<file path="src/rtl/dcache_controller.sv">
// Direct-mapped, write-through, write-no-allocate data cache between the CPU
// load/store port and a block-refill main memory, with hit/miss counters.
module dcache_controller #(
  parameter int DATA_WIDTH = 32,
  parameter int ADDR_WIDTH = 10,
  parameter int LINES      = 32
) (
  input  logic                  CLK,
  input  logic                  rst_n,
  input  logic                  Cpu_Rd,
  input  logic                  Cpu_Wr,
  input  logic [ADDR_WIDTH-1:0] Cpu_Addr,
  input  logic [DATA_WIDTH-1:0] Cpu_WData,
  output logic [DATA_WIDTH-1:0] Cpu_RData,
  output logic                  Stall,
  output logic                  Mem_Wr,
  output logic                  EnMain_Rd,
  output logic [ADDR_WIDTH-1:0] Mem_Addr,
  output logic [DATA_WIDTH-1:0] Mem_WData,
  input  logic [DATA_WIDTH-1:0] cache_in0,
  input  logic [DATA_WIDTH-1:0] cache_in1,
  input  logic [DATA_WIDTH-1:0] cache_in2,
  input  logic [DATA_WIDTH-1:0] cache_in3,
  input  logic                  Ready,
  output logic [15:0]           Hit_Count,
  output logic [15:0]           Miss_Count
);
  localparam int INDEX = $clog2(LINES);
  localparam int TAG   = ADDR_WIDTH - 2 - INDEX;

  typedef enum logic [1:0] {IDLE, RD_MISS, WR_THRU} state_t;

  state_t                  state_q, state_d;
  logic [LINES-1:0]        valid_q, valid_d;
  logic [15:0]             hit_cnt_q, hit_cnt_d;
  logic [15:0]             miss_cnt_q, miss_cnt_d;

  logic [TAG-1:0]          tag_mem [LINES];
  logic [1:0]              offset;
  logic [INDEX-1:0]        index;
  logic [TAG-1:0]          tag;
  logic                    hit;
  logic                    fill;
  logic                    word_upd;
  logic [DATA_WIDTH-1:0]   cache_in_w [4];
  logic [DATA_WIDTH-1:0]   line_word  [4];

  assign offset    = Cpu_Addr[1:0];
  assign index     = Cpu_Addr[INDEX+1:2];
  assign tag       = Cpu_Addr[ADDR_WIDTH-1:INDEX+2];
  assign hit       = valid_q[index] && (tag_mem[index] == tag);
  assign Mem_Addr  = Cpu_Addr;
  assign Mem_WData = Cpu_WData;
  assign Hit_Count  = hit_cnt_q;
  assign Miss_Count = miss_cnt_q;

  assign cache_in_w[0] = cache_in0;
  assign cache_in_w[1] = cache_in1;
  assign cache_in_w[2] = cache_in2;
  assign cache_in_w[3] = cache_in3;

  // One bank per word offset so a refill writes all four words in one cycle.
  genvar gi;
  generate
    for (gi = 0; gi < 4; gi++) begin : g_bank
      logic [DATA_WIDTH-1:0] bank [LINES];
      always_ff @(posedge CLK) begin
        if (fill)
          bank[index] <= cache_in_w[gi];
        else if (word_upd && offset == 2'(gi))
          bank[index] <= Cpu_WData;
      end
      assign line_word[gi] = bank[index];
    end
  endgenerate

  always_ff @(posedge CLK) begin
    if (fill)
      tag_mem[index] <= tag;
  end

  always_comb begin
    state_d   = state_q;
    Stall     = 1'b0;
    Mem_Wr    = 1'b0;
    EnMain_Rd = 1'b0;
    Cpu_RData = line_word[offset];
    fill      = 1'b0;
    word_upd  = 1'b0;
    valid_d   = valid_q;
    hit_cnt_d  = hit_cnt_q;
    miss_cnt_d = miss_cnt_q;
    case (state_q)
      IDLE: begin
        if (Cpu_Wr) begin
          state_d = WR_THRU;
          Stall   = 1'b1;
        end else if (Cpu_Rd) begin
          if (hit) begin
            if (hit_cnt_q != 16'hFFFF) hit_cnt_d = hit_cnt_q + 16'd1;
          end else begin
            state_d = RD_MISS;
            Stall   = 1'b1;
            if (miss_cnt_q != 16'hFFFF) miss_cnt_d = miss_cnt_q + 16'd1;
          end
        end
      end
      RD_MISS: begin
        // Strobe drops in the Ready cycle so the memory op counter rewinds cleanly.
        EnMain_Rd = !Ready;
        if (Ready) begin
          fill           = 1'b1;
          valid_d[index] = 1'b1;
          Cpu_RData      = cache_in_w[offset];
          state_d        = IDLE;
        end else begin
          Stall = 1'b1;
        end
      end
      WR_THRU: begin
        Mem_Wr = !Ready;
        if (Ready) begin
          word_upd = hit;
          state_d  = IDLE;
        end else begin
          Stall = 1'b1;
        end
      end
      default: state_d = IDLE;
    endcase
  end

  always_ff @(posedge CLK or negedge rst_n) begin
    if (!rst_n) begin
      state_q    <= IDLE;
      valid_q    <= '0;
      hit_cnt_q  <= '0;
      miss_cnt_q <= '0;
    end else begin
      state_q    <= state_d;
      valid_q    <= valid_d;
      hit_cnt_q  <= hit_cnt_d;
      miss_cnt_q <= miss_cnt_d;
    end
  end
endmodule

</file>
<file path="config.mk">
export PLATFORM = sky130hd
export DESIGN_NAME = dcache_controller
export DESIGN_NICKNAME = d
export VERILOG_FILES = /design/src/rtl/dcache_controller.sv
export SDC_FILE = /design/constraint.sdc
export NUM_CORES = 2
export LEC_CHECK = 0
export CORE_ASPECT_RATIO = 0.8
export CORE_MARGIN = 2
export CORE_UTILIZATION = 56
export CTS_CLUSTER_DIAMETER = 150
export DETAILED_ROUTE_END_ITERATION = 8
export GPL_ROUTABILITY_DRIVEN = 0
export PLACE_DENSITY = 0.73
export SLEW_MARGIN = 20
export SYNTH_ARGS = -nofsm -noshare
export SYNTH_HDL_FRONTEND = slang
export SYNTH_MEMORY_MAX_BITS = 65536
export SYNTH_SLANG_ARGS = --single-unit
</file>
<file path="constraint.sdc">
create_clock -name CLK -period 12.5 [get_ports CLK]
set_clock_uncertainty 0.15 [all_clocks]
set_input_delay 3.75 -clock CLK [delete_from_list [all_inputs] [get_ports CLK]]
set_output_delay 3.75 -clock CLK [all_outputs]
set_load 0.05 [all_outputs]
</file>
Word-level counts from Yosys, hierarchy flattened
Memories as Yosys holds them, arrays and structs flattened.
Index checks and enable logic that the tools add are counted.
- add/subtract/negate cells: 2
- order comparisons: 3
- eq/ne operators: 11
- mux-type cells: 46
- bitwise logic cells: 8
- reductions and logical operators: 14
- operators by type and width (operator ; count):
    $mux W32 ; 10
    $bmux W32 S2 ; 2
    $add A16 B1 Y16 const B ; 2
    $ne A16 B16 Y1 const B ; 2
    $or A32 B32 Y32 ; 1
    $mux W1 ; 26
    $reduce_and A5 Y1 ; 2
    $mux W2 ; 4
    $eq A2 B2 Y1 const B ; 3
    $logic_and A1 B1 Y1 ; 6
    $lt A5 B6 Y1 const B ; 1
    $ne A3 B3 Y1 const B ; 2
    $bmux W1 S5 ; 1
    $demux W1 S5 ; 1
    $ge A5 B1 Y1 const B ; 1
    $eq A2 B1 Y1 const B ; 2
    $logic_not A2 Y1 ; 2
    $or A1 B1 Y1 ; 4
    $pmux W2 S2 ; 1
    $eq A3 B3 Y1 ; 1
    $ge A3 B3 Y1 const B ; 1
    $not A2 Y3 ; 1
    $reduce_and A3 Y1 ; 1
    $ne A2 B1 Y1 const B ; 1
    other kinds (5) ; 6
- register bits after elaboration: 66
- memory bits (writable): 4192
- input port bits: 175
- output and inout bits: 109
- word-level logic and storage cells: 93
- memories: 5
- memories (memory ; depth ; bits a word ; rd ports ; clocked after memory_dff ; wr ports ; RTL line ; text):
    g_bank[0].bank ; 32 ; 32 ; 1 ; 0 ; 1 ; 66 ; logic [DATA_WIDTH-1:0] bank [LINES];
    g_bank[1].bank ; 32 ; 32 ; 1 ; 0 ; 1 ; 66 ;
    g_bank[2].bank ; 32 ; 32 ; 1 ; 0 ; 1 ; 66 ;
    g_bank[3].bank ; 32 ; 32 ; 1 ; 0 ; 1 ; 66 ;
    tag_mem ; 32 ; 3 ; 1 ; 0 ; 1 ; 38 ; logic [TAG-1:0] tag_mem [LINES];

Longest topological paths before layout
- word-level depth: 10
- gate-level depth with buffers: 14
- mapped depth without buffers: 8

Worst setup path after synthesis
Ideal clock, no wire load.
- path kind: in2out
- start: input port Cpu_Addr[3]
- end: output port Stall
- data arrival time: 6.538 ns
- required time: 8.600 ns
- path slack: 2.062 ns
- cell stages on the path: 12
- buffers on the path: 4
- path through: buf_6 buf_6 buf_6 mux2i_1 o22ai_1 nor3_1 nand4_1 xnor2_1 and4_4 buf_6 nand2b_1 a211oi_1
- word-level cells in the longest chain between the ends: 7
- elaborated cells on any way between the ends: 9
- classes of those cells: eq/ne (1); mux (6); reduce/logical (1); memory (1)
- RTL lines (what ; RTL line ; text):
    start: declaration ; 12 ; input logic [ADDR_WIDTH-1:0] Cpu_Addr,
    $mem_v2 Z32 W3 / $bmux W1 S5 (equally long branches) ; -- ;
    $eq A3 B3 Y1 / $mux W1 (equally long branches) ; 51 ; assign hit = valid_q[index] && (tag_mem[index] == tag);
    $logic_and A1 B1 Y1 (*) ; 51 ;
    $mux W1 (*) ; 99 ; if (hit) begin
    $mux W1 (*) ; 98 ; end else if (Cpu_Rd) begin
    $mux W1 (*) ; 95 ; if (Cpu_Wr) begin
    $pmux W1 S2 (*) ; 93 ; case (state_q)
    end: declaration ; 15 ; output logic Stall,
Every way passes the cells marked *; elsewhere a longest branch is shown, timed or not. The select of a mux whose other input is x is not followed.

Worst setup path in the final report
- start: input port Cpu_Addr[4]
- end: output port Cpu_RData[20]
- word-level cells in the longest chain between the ends: 6
- elaborated cells on any way between the ends: 9
- classes of those cells: mux (5); memory (4)
- RTL lines (what ; RTL line ; text):
    $mem_v2 Z32 W32 ; -- ;
    $bmux W32 S2 (*) ; 87 ; Cpu_RData = line_word[offset];
    $mux W32 (not written as such) (*) (2 in a row) ; 87 ;
    $mux W32 ; 111 ; if (Ready) begin
    $mux W32 (*) ; 93 ;
    end: declaration ; 14 ; output logic [DATA_WIDTH-1:0] Cpu_RData,
Marks and branches as above.

==> out/qor.tcl <==
set qor(drive_above_1_share_pct) 28.0
set qor(place_worst_setup_slack_ps) 840
set qor(synthTopCellsByCount) {sky130_fd_sc_hd__edfxtp_1 (4192), sky130_fd_sc_hd__mux4_2 (1064), sky130_fd_sc_hd__a22oi_1 (320)}
set qor(clk_lat_worst_skew_ps) 930
set qor(antenna_found_initial) 13
set qor(initial_util_pct) 56.4
set qor(critPathTopFamily) {compound AO/OA/AOI/OAI gates}
set qor(timing_hold_violations_final) 0
set qor(grt_pass1_vias) 83300
set qor(post_synth_instance_area_mm2) 0.164
set qor(critPathBufInv) 3
set qor(cp.arrival_ps) 7990
set qor(clock_pin_transition_on_the_worst_setup_and_hold_timing_paths_ps) 60
set qor(fp.dieArea_mm2) 0.297
set qor(finalWirelength_um) 486000
set qor(vias_per_cell) 7.22
set qor(final.setup.worst_slack_ps) 609
set qor(grt_overflow) 0
set qor(timing_worst_slew_pin_value_ps) 1220
set qor(timing.final.setup_violations) 0
set qor(core_mm2) 0.291
set qor(min_period_ps) 11890
set qor(ys_ff_latch) 4258
set qor(cts.repair.resized) 0
set qor(synth.lib_cells_used.distinct) 56
set qor(kind_of_path_behind_the_tightest_hold_check) {flop to flop}
set qor(finalMaxSlewViolations) 0
set qor(worst-endpoint-required_ps) 8600
set qor(max_cap_violations) 0
set qor(synth-edff-count) 4192
set qor(critical_path_class) {input port to output port}
set qor(pin_count_of_the_biggest_net_entering_global_routing) 101
set qor(post_layout_nonfiller_instances) 11800
set qor(port_buffers) 283
set qor(synth_largest_area_cell) {sky130_fd_sc_hd__edfxtp_1}
set qor(netlist.area_leader.share_pct) 76.7
set qor(ff_latch_area_mm2) 0.128
set qor(area.growth.synth_to_final_pct) 13.1
set qor(route.detailed.drc) 0
set qor(timing.critical_path.slowest_cell_delay_ps) 940
set qor(fillers) 18600
set qor(chipHeight_um) 488
set qor(die_w_um) 609
set qor(max_clock_freq_mhz) 84.1
set qor(setup_repair_after_global_routing_missed_its_margin) {no}
set qor(design.portCount) 284
set qor(worst_setup_path_start_kind) {input port}
set qor(final_antenna_net_count) 0
set qor(synth.area.top_cells) {sky130_fd_sc_hd__edfxtp_1 (77%), sky130_fd_sc_hd__mux4_2 (15%), sky130_fd_sc_hd__a22oi_1 (1.5%), sky130_fd_sc_hd__dfrtp_1 (1.0%), sky130_fd_sc_hd__mux2_2 (0.86%)}
set qor(nets) 7873
set qor(grt_pass1_wl_um) 668000
set qor(ctsHoldBuffers) 0
set qor(grt_use_total_pct) 32.8
set qor(cpMostUsedCell) {sky130_fd_sc_hd__buf_12}
set qor(clock_tree.root_cell) {sky130_fd_sc_hd__clkbuf_16}
set qor(p_per_area_mw_per_mm2) 158
set qor(cellLeakagePower_nw) 57.3
set qor(placement_rows) 177
set qor(crit_slowest_cell) {sky130_fd_sc_hd__a31oi_1}
set qor(clock_tree.buffer_depth) 4
set qor(post_synth.cell_area_avg_um2) 22.8
set qor(synth_sequential_area_ratio_pct) 77.7
set qor(htreeDepth) 5
set qor(setup.worst_path.end_class) {output port}
set qor(place.detailed.hpwl_um) 276000
set qor(synth_nets) 7376
set qor(detail_route.wl_per_cell_um) 41.0
set qor(worst-path-max-fanout) 29
set qor(final.setup.tns_ps) 0
set qor(multi_input_area_mm2) 0.0352
set qor(cts_buffers) 391
set qor(yosys_warnings) 0
set qor(outcome) {complete, no violations}
set qor(netlist_instances) 7195
set qor(numPlacedInstances) 11100
set qor(yosys.cell_count.top_type) {sky130_fd_sc_hd__edfxtp_1}
set qor(relSlewSlack_pct) 18.7
set qor(synth_top_flop_cell) {sky130_fd_sc_hd__edfxtp_1}
set qor(post_cts.repair.setup_buffers) 0
set qor(power.ir.vdd_worst_v) 0.000135
set qor(detailroute.via_count) 85500
set qor(cts_tree) {done}
set qor(drtPass1Iterations) 6
set qor(period_share_pct) 95.1
set qor(clock-sinks) 4258
set qor(crit_chain) {clkdlybuf4s50_1, and3_4, buf_12, a22o_1, a221oi_1, a311o_1, a31oi_1, buf_12}
set qor(detailedRoute.firstIterationViolations) 14900
set qor(report.power.total_mw) 29.3
set qor(ys_async_sr_fraction_pct) 1.55
layer usage:
metal,track usage (%),wire [um],vias to the layer above
met3,8.94,69500,1295
met4,16.4,30100,6
met5,0,75,-
li1,-,-,32000
met2,49.6,222000,7454
met1,44.6,164000,44800
flip-flops by register name (all words and copies together), names as in the netlist:
| signal | flops |
|---|---|
| Hit_Count | 16 |
| Miss_Count | 16 |
| g_bank.bank | 4096 |
| state_q | 2 |
| tag_mem | 96 |
| valid_q | 32 |
stage by stage:
stage / util, % / hold WS [ps] / cell area [um^2]
3_3_place_gp: 59.6 / 296 / 173000
5_1_grt: 63.7 / 333 / 185000
6_report: 63.7 / 316 / 185000
4_1_cts: 63.7 / 318 / 185000
2_1_floorplan: - / 284 / 164000
3_5_place_dp: 59.6 / 304 / 173000
worst register-to-register path, delay by kind of cell, from the launching register on:
family                    cells  cell delay [ps]
and+or+nand+nor               4             1780
xor gates and xnor gates      1              170
AOI/OAI and AO/OA             2              350
DFF                           1              370
buffers and inverters         3             1620
muxes                         1              220
cells by family after synthesis:
family	share of synthesized area, %
flip-flops	77.7
adder cells (fa/ha/maj)	0.0458
XOR/XNOR	0.176
AND/OR/NAND/NOR	1.68
buffers and inverters	1.46
multiplexers	15.8
AO/OA/AOI/OAI	3.09
final timing paths:
path | cells after the start | startpoint | endpoint | slack (ps)
setup / recovery | 8 | Cpu_Addr[4] | Cpu_RData[20] | 610
hold / removal | 1 | valid_q[7]$_DFFE_PN0P_ | valid_q[7]$_DFFE_PN0P_ | 320
setup reg to reg | 11 | tag_mem[2][2]$_DFFE_PP_ | g_bank[3].bank[2][12]$_DFFE_PP_ | 7470
hold reg to reg | 1 | valid_q[7]$_DFFE_PN0P_ | valid_q[7]$_DFFE_PN0P_ | 320
max in group asynchronous | 1 | rst_n | valid_q[30]$_DFFE_PN0P_ | 8920
min in group asynchronous | 1 | rst_n | Miss_Count[12]$_DFFE_PN0P_ | 2710
where the power goes:
group / total, mW / internal (mW) / switching [mW]
Combinational: 2.01 / 0.672 / 1.33
Sequential: 15.8 / 15.8 / 0.0405
Clock: 11.5 / 6.37 / 5.14
Total: 29.3 / 22.8 / 6.52
cell type report:
class | instances | share of cell area [%]
diodes | 9 | 0.0121
clock buffers | 472 | 5.51
clock inverters | 221 | 0.969
inverters | 4 | 0.00809
multi-input cells | 2455 | 19.0
flip-flops and latches | 4258 | 68.8
well taps | 3848 | 2.60
repair buffers | 582 | 3.18
layout by cell type (no fill, tap or decap), types with 9 or more instances in the layout:
cell | synthesis | final
sky130_fd_sc_hd__edfxtp_1 | 4192 | 4192
sky130_fd_sc_hd__mux4_2 | 1064 | 1064
sky130_fd_sc_hd__clkbuf_16 | 0 | 397
sky130_fd_sc_hd__a22oi_1 | 320 | 320
sky130_fd_sc_hd__buf_4 | 70 | 262
sky130_fd_sc_hd__clkdlybuf4s50_1 | 0 | 245
sky130_fd_sc_hd__nor2_4 | 0 | 129
sky130_fd_sc_hd__mux2_2 | 126 | 126
sky130_fd_sc_hd__nor2_1 | 241 | 112
sky130_fd_sc_hd__nand4_1 | 110 | 110
sky130_fd_sc_hd__a22o_1 | 96 | 96
sky130_fd_sc_hd__a221oi_1 | 96 | 96
sky130_fd_sc_hd__clkinv_1 | 0 | 94
sky130_fd_sc_hd__clkbuf_1 | 177 | 74
sky130_fd_sc_hd__clkinv_2 | 0 | 72
sky130_fd_sc_hd__buf_12 | 0 | 68
sky130_fd_sc_hd__dfrtp_1 | 66 | 66
sky130_fd_sc_hd__mux2i_1 | 49 | 49
sky130_fd_sc_hd__nand2_1 | 44 | 43
sky130_fd_sc_hd__a311o_1 | 32 | 32
sky130_fd_sc_hd__o211ai_1 | 32 | 32
sky130_fd_sc_hd__a31oi_1 | 32 | 32
sky130_fd_sc_hd__or2_2 | 32 | 32
sky130_fd_sc_hd__bufinv_16 | 0 | 27
sky130_fd_sc_hd__xnor2_1 | 20 | 20
sky130_fd_sc_hd__o22ai_1 | 18 | 18
sky130_fd_sc_hd__and3_1 | 18 | 17
sky130_fd_sc_hd__nor3_1 | 14 | 13
sky130_fd_sc_hd__nand3_1 | 13 | 13
sky130_fd_sc_hd__xor2_1 | 13 | 13
sky130_fd_sc_hd__clkinvlp_4 | 0 | 13
sky130_fd_sc_hd__nor2b_1 | 11 | 10
sky130_fd_sc_hd__diode_2 | 0 | 9
No activity file was read; power rests on OpenSTA's default activity.
